--- src/rtl/seg_scan_driver.sv ---
// Time-multiplexed 8-digit seven-segment scan driver.
// It latches a snapshot of the digit data, then scans one digit per slot.
// Each slot opens with an anti-ghost guard time. Per-digit blank, blink and
// leading-zero suppression are supported. an/seg are registered.
module seg_scan_driver #(
  parameter int unsigned SCAN_DIV    = 100000,
  parameter int unsigned GUARD       = 1000,
  parameter int unsigned BLINK_SLOTS = 250
) (
  input  logic        clk,
  input  logic        rst,
  input  logic        load,
  input  logic [31:0] digits_in,
  input  logic [7:0]  dp_in,
  input  logic [7:0]  blank_in,
  input  logic [7:0]  blink_in,
  input  logic        lz_en,
  output logic [7:0]  an,
  output logic [7:0]  seg
);

  localparam int unsigned PW = (SCAN_DIV > 1) ? $clog2(SCAN_DIV) : 1;
  localparam int unsigned BW = (BLINK_SLOTS > 1) ? $clog2(BLINK_SLOTS) : 1;

  logic [PW-1:0] pcnt;
  logic [2:0]    idx;
  logic [BW-1:0] bcnt;
  logic          phase;

  logic [31:0]   dig_sh;
  logic [7:0]    dp_sh;
  logic [7:0]    blank_sh;
  logic [7:0]    blink_sh;
  logic          lz_sh;

  logic          tick;
  logic          in_guard;
  logic [3:0]    cur_code;
  logic [7:0]    cur_enc;
  logic [7:0]    supp;
  logic          zrun;
  logic          dark;

  // Slot tick and guard window from the prescaler
  always_comb begin
    tick     = (pcnt == PW'(SCAN_DIV - 1));
    in_guard = (pcnt < PW'(GUARD));
  end

  // Leading-zero suppression: digit k is suppressed when k and every digit above it are zero
  always_comb begin
    supp = '0;
    zrun = 1'b1;
    for (int k = 7; k >= 0; k--) begin
      zrun = zrun & (dig_sh[4*k +: 4] == 4'd0);
      if (k != 0) supp[k] = lz_sh & zrun;
    end
  end

  // Segment encoding of the digit under scan; codes 10-15 show "E"
  always_comb begin
    cur_code = dig_sh[{idx, 2'b00} +: 4];
    case (cur_code)
      4'd0:    cur_enc = 8'hFC;
      4'd1:    cur_enc = 8'h60;
      4'd2:    cur_enc = 8'hDA;
      4'd3:    cur_enc = 8'hF2;
      4'd4:    cur_enc = 8'h66;
      4'd5:    cur_enc = 8'hB6;
      4'd6:    cur_enc = 8'hBE;
      4'd7:    cur_enc = 8'hE0;
      4'd8:    cur_enc = 8'hFE;
      4'd9:    cur_enc = 8'hE6;
      default: cur_enc = 8'h9E;
    endcase
    cur_enc = cur_enc | {7'b0, dp_sh[idx]};
    dark    = blank_sh[idx] | (blink_sh[idx] & ~phase) | supp[idx];
  end

  // Shadow registers capture all data inputs on load
  always_ff @(posedge clk or posedge rst) begin
    if (rst) begin
      dig_sh   <= '0;
      dp_sh    <= '0;
      blank_sh <= '0;
      blink_sh <= '0;
      lz_sh    <= 1'b0;
    end else if (load) begin
      dig_sh   <= digits_in;
      dp_sh    <= dp_in;
      blank_sh <= blank_in;
      blink_sh <= blink_in;
      lz_sh    <= lz_en;
    end
  end

  // Prescaler and digit index; the index advances on every slot tick
  always_ff @(posedge clk or posedge rst) begin
    if (rst) begin
      pcnt <= '0;
      idx  <= '0;
    end else if (tick) begin
      pcnt <= '0;
      idx  <= idx + 3'd1;
    end else begin
      pcnt <= pcnt + 1'b1;
    end
  end

  // Blink phase toggles every BLINK_SLOTS slot ticks; phase=1 is visible
  always_ff @(posedge clk or posedge rst) begin
    if (rst) begin
      bcnt  <= '0;
      phase <= 1'b1;
    end else if (tick) begin
      if (bcnt == BW'(BLINK_SLOTS - 1)) begin
        bcnt  <= '0;
        phase <= ~phase;
      end else begin
        bcnt <= bcnt + 1'b1;
      end
    end
  end

  // Registered outputs: dark during guard time or when the digit is dark
  always_ff @(posedge clk or posedge rst) begin
    if (rst) begin
      an  <= '0;
      seg <= '0;
    end else if (in_guard || dark) begin
      an  <= '0;
      seg <= '0;
    end else begin
      an  <= 8'b1 << idx;
      seg <= cur_enc;
    end
  end

endmodule

--- config.mk ---
export PLATFORM = sky130hd
export DESIGN_NAME = seg_scan_driver
export DESIGN_NICKNAME = d
export VERILOG_FILES = /design/src/rtl/seg_scan_driver.sv
export SDC_FILE = /design/constraint.sdc
export NUM_CORES = 1
export LEC_CHECK = 0
export ABC_AREA = 0
export BUFFER_PORTS_ARGS = -buffer_cell sky130_fd_sc_hd__buf_4
export CAP_MARGIN = 20
export CORE_UTILIZATION = 30
export DETAILED_ROUTE_END_ITERATION = 8
export GPL_TIMING_DRIVEN = 0
export PLACE_DENSITY = 0.48
export RECOVER_POWER = 100
export SETUP_SLACK_MARGIN = 0.3
export SLEW_MARGIN = 20
export SYNTH_ARGS = -nofsm -noshare
export SYNTH_HDL_FRONTEND = slang
export SYNTH_SLANG_ARGS = --single-unit
export TNS_END_PERCENT = 20
--- constraint.sdc ---
create_clock -name clk -period 7.4 [get_ports clk]
set_clock_uncertainty 0.1 [all_clocks]
set_input_delay 0 -clock clk [delete_from_list [all_inputs] [get_ports clk]]
set_output_delay 0 -clock clk [all_outputs]
set_load 0.01 [all_outputs]
# Yosys cells after proc, flatten, opt, wreduce, memory -nomap -nowiden
# Memory sizes are Yosys's and may differ from the RTL's.
# Index checks and enable logic that the tools add are counted.
# Widths: inputs -> output; s select.
[classes] n_addsub=3 n_mux=12 eq_ne=2 n_bitwise=18 n_reduce_logical=9 order_cmp=2 shift=2
[op_table] operator="$shiftx 32x6->4" n=1
[op_table] operator="$logic_not 4->1" n=7
[op_table] operator="$mux 8" n=3
[op_table] operator="$add 17x1->17 const B" n=1
[op_table] operator="$eq 17x17->1 const B" n=1
[op_table] operator="$lt 17x10->1 const B" n=1
[op_table] operator="$mux 17" n=1
[op_table] operator="$and 1x1->1" n=14
[op_table] operator="$bmux 1 s3" n=4
[op_table] operator="$add 8x1->8 const B" n=1
[op_table] operator="$eq 8x8->1 const B" n=1
[op_table] operator="$or 8x1->8" n=1
[op_table] operator="$shl 1x3->8 const A" n=1
[op_table] operator="$lt 3x4->1 const B" n=1
[op_table] operator="$mux 1" n=4
[op_table] operator="$add 3x1->3 const B" n=1
[op_table] operator="$or 1x1->1" n=2
[op_table] operator="$reduce_and 2->1" n=1
[op_table] operator="$logic_or 1x1->1" n=1
[op_table] operator="$not 1->1" n=1
[totals] input_bits=60 wordCells=60 romBits=112 memories=1 out_inout_bits=16 ff_bits=102
[mem_list] memory="(no name shown)" words=16 word_bits=7 read_ports=1 rd_ports_with_merged_regs=0 wr=0 line="63" text="case (cur_code)"

# Logic depth before layout (Yosys ltp)
[logic_depth] depth_word=13 mapped_depth=10 mapped_depth_nobuf=8

# Least setup slack after synthesis
# OpenSTA, ideal clock, no wires.
[synth_path] path_type="register to register" start="register idx[0]" end="register seg[3]" synth_period_minus_slack_ns=2.385 setup_time_ns=0.104 n_path_buf=2 setup_slack_ns=5.015 path_stages_with_launch=10 t_arrival_ns=2.181 t_required_ns=7.196 path_cell_list="dfrtp_1 > buf_2 > buf_2 > mux4_2 > nand2_1 > and2_1 > inv_1 > ha_1 > and2_1 > a221oi_1"
[synth_between] elab_chain_cells=7 word_cells_on_any_way=14 cone_classes="shift (1); mux (7); bitwise (4); reduce/logical (1); memory (1)"
[synth_lines] element="from (decl)" line="26" text="logic [2:0] idx;"
[synth_lines] element="from (signal assigned)" line="104" text="idx <= idx + 3'd1;"
[synth_lines] element="branches (longest 6 deep; another with $mem_v2 16x7)"
[synth_lines] element="$mux 8 (*)" line="130" text="end else if (in_guard || dark) begin"
[synth_lines] element="to (signal assigned)" line="135" text="seg <= cur_enc;"
[synth_lines] element="to (decl)" line="19" text="output logic [7:0] seg"
# Every way passes the cells marked *. The select of a mux whose other input is x is not followed.
# A chain may end at the register's enable or synchronous reset.

# Final worst setup path
[layout_path] start="register pcnt[0]" end="register idx[1]"
[layout_between] elab_chain_cells=1
[layout_lines] element="from (decl)" line="25" text="logic [PW-1:0] pcnt;"
[layout_lines] element="from (signal assigned)" line="106" text="pcnt <= pcnt + 1'b1;"
[layout_lines] element="$eq 17x17->1" line="46" text="tick = (pcnt == PW'(SCAN_DIV - 1));"
# Every way passes these cells.

==> summary.txt <==
Status - complete, but fails checks
Failing checks - capacitance limit, slew limit
Wl on met1 - 5390 um
I/O Buffers - 74
Met2 wire len - 5110 um
Routed len/inst - 15.0 um
Core Area - 15,400 um^2
Layout area overhead - 33.5%
WP data required - 7520 ps
Reg2reg start - pcnt[0]
RSZ-0062 raised after global routing - no
Min-delay src - load
Post-CTS Resized - 0
Diode count - 0
Top FF cell, synth - dfrtp_1
Chip height - 128 um
Vias/cell - 4.61
Synth top area cells - dfrtp_1, mux2_2, mux4_2, ha_1, nand2_1
Gr usage total - 0.148
Core Rows - 45
Grt total ovfl - 0
Remaining antenna violation count - 0
Most frequent cell after synthesis - dfrtp_1
HPWL Detailed - 7930 um
Synth cell count leaders - dfrtp_1, mux2_2, nand2_1
R2R depth - 6
Largest net degree at the start of global routing - 65
Share of the synthesized area in the top cell type - 0.529
Met3 routed WL - 427 um
Hold path depth - 2
Max Cap Viol - 2
First-pass GRT wire length - 18,400 um
H-tree depth - 3
Iter 0 DRT Violations - 194
Highest metal used - met4
Max Slew Vio Count - 39
Reg2reg end - idx[1]
Initial antenna violation count - 0
Synth Register Bits - 102
Lkg Pwr - 0.00271 uW
Endpoints failing hold - 0
Syn Area/Cell - 12.6 um^2
Die footprint - 16,400 um^2
Initial Util - 0.311
HP Class - input pin to flop
Worst-Margin Slew - 1830 ps
Crit path max fanout - 10
R2R Setup Slk - 4350 ps
Worst-path clk slew - 70 ps
Final worst setup slack - 4350 ps
Relative slew slack - -0.230
Number of warnings issued by yosys - 0
Worst skew pair latency - 350 ps
# fillers - 1,490
Fmax - 0.328 GHz
# nets final - 597
Final GP Congestion - 0.784
Num CTS Buffers - 9
Post-synth ARST share - 1.00
Final Core Density - 0.415
Setup_tns - 0 ps
Worst VDD drop - 0.000108 V
Critical path type - flop to flop
I/O pin cnt - 76
Dpl ws - 4660 ps
Layout cell share with drive strength beyond 1 - 0.299
Post-layout min period - 3050 ps
Syn nets - 453
Clk sink count - 102
DR DRC count - 0
Post-Syn Instances - 380
Pwr/cell area - 187 nW/um^2
Critical Path AT - 3170 ps
Hold-fix buffers, CTS - 58
CP Capture Type - flop
Initial DRT Pass Iterations - 4
Tcrit/Tclk final - 0.412
CTS tree - yes
Root buffer cell - clkbuf_16
CP startpoint kind - flop
Synth area leader - dfrtp_1
Number of flops mapped to enable cells by yosys - 0
WL final - 11,100 um
Clk buf depth - 2
Chip width - 128 um
Hold Crit Endpoint - dig_sh[18]
Sequential share of the synthesized area - 0.534
Post-CTS Setup Inserts - 0
Final setup vio count - 0
Via Count - 3,410
Vias in the first global route - 3,577
Yosys cell types - 48
Mapped Area - 4780 um^2
==> registers in the layout, indices dropped and copies added, names as in the netlist <==
signal,flops
phase,1
dp_sh,8
blink_sh,8
blank_sh,8
idx,3
seg,8
bcnt,8
lz_sh,1
dig_sh,32
pcnt,17
an,8
==> worst max-delay path: stages (launching register included) <==
cell and delay (ps):
dfrtp_1 400, ha_1 260, and4_1 250, nand2_1 90
nor4_1 1210, clkbuf_1 460, o21ai_0 140
==> routing by layer <==
metal	vias up	global-route usage
met1	1697	0.193
met4	0	0.0561
li1	1634	-
met3	12	0.0351
met2	67	0.238
met5	-	0
==> worst max-delay path by stage <==
stage,startpoint,endpoint,slack (ps)
after floorplan,rst,an[0],4630
after global placement,rst,dp_sh[2],3380
after detailed placement,idx[0],seg[3],4660
after CTS,idx[0],seg[3],4640
after global routing,idx[1],seg[3],4070
final,pcnt[0],idx[1],4350
==> logic make-up (layout without fill, tap and decap cells) <==
family,Yosys count,in the layout,synth area share
AO/OA/AOI/OAI,36,36,0.0474
XOR/XNOR,17,17,0.0311
adder cells (fa/ha/maj),13,13,0.0340
buffers and inverters,29,178,0.0288
flip-flops,102,102,0.534
multiplexers,79,79,0.210
AND/OR/NAND/NOR,104,104,0.114
==> cell type report <==
type                    instances  area [um^2]  share of cell area
plain buffers                  17         77.6              0.0122
repair buffers                133         1100               0.173
flip-flops and latches        102         2550               0.400
multi-input cells             249         2060               0.323
clock inverters                 5         35.0             0.00549
well taps                     211          264              0.0414
clock buffers                  11          243              0.0380
inverters                      12         46.3             0.00725
==> stage by stage <==
step / hold slack (ps) / cell area, um^2 / instances / total power [uW]
floorplan: 51.7 / 4780 / 380 / 684
detailed placement: -78.3 / 5630 / 666 / 734
finish: 104 / 6380 / 740 / 1190
global placement: 134 / 5600 / 665 / 729
global route: 120 / 6380 / 740 / 1250
CTS: 96.2 / 6490 / 740 / 1210
==> cells in the final DEF, fill, tap and decap left out, types with 3 or more instances in the layout <==
cell and instances:
nand4_1 4, clkbuf_1 29, xor2_1 8, dlygate4sd3_1 58
inv_1 11, nor3_1 4, nand2_1 29, xnor2_1 9
nor4_1 10, nor2_1 26, mux4_2 11, a21oi_1 8
nor3b_1 3, dfrtp_1 101, nand3_1 10, buf_4 60
and3_1 3, mux2i_1 6, clkbuf_16 9, o21ai_0 9
o21ai_1 6, mux2_2 61, ha_1 13
==> power by group <==
group / switching (uW) / total, uW / internal [uW]
clock: 209 / 446 / 237
combinational: 49.6 / 136 / 85.9
sequential: 23.0 / 612 / 589
total: 282 / 1190 / 912
Note: power is estimated with default switching activity, not from simulation.
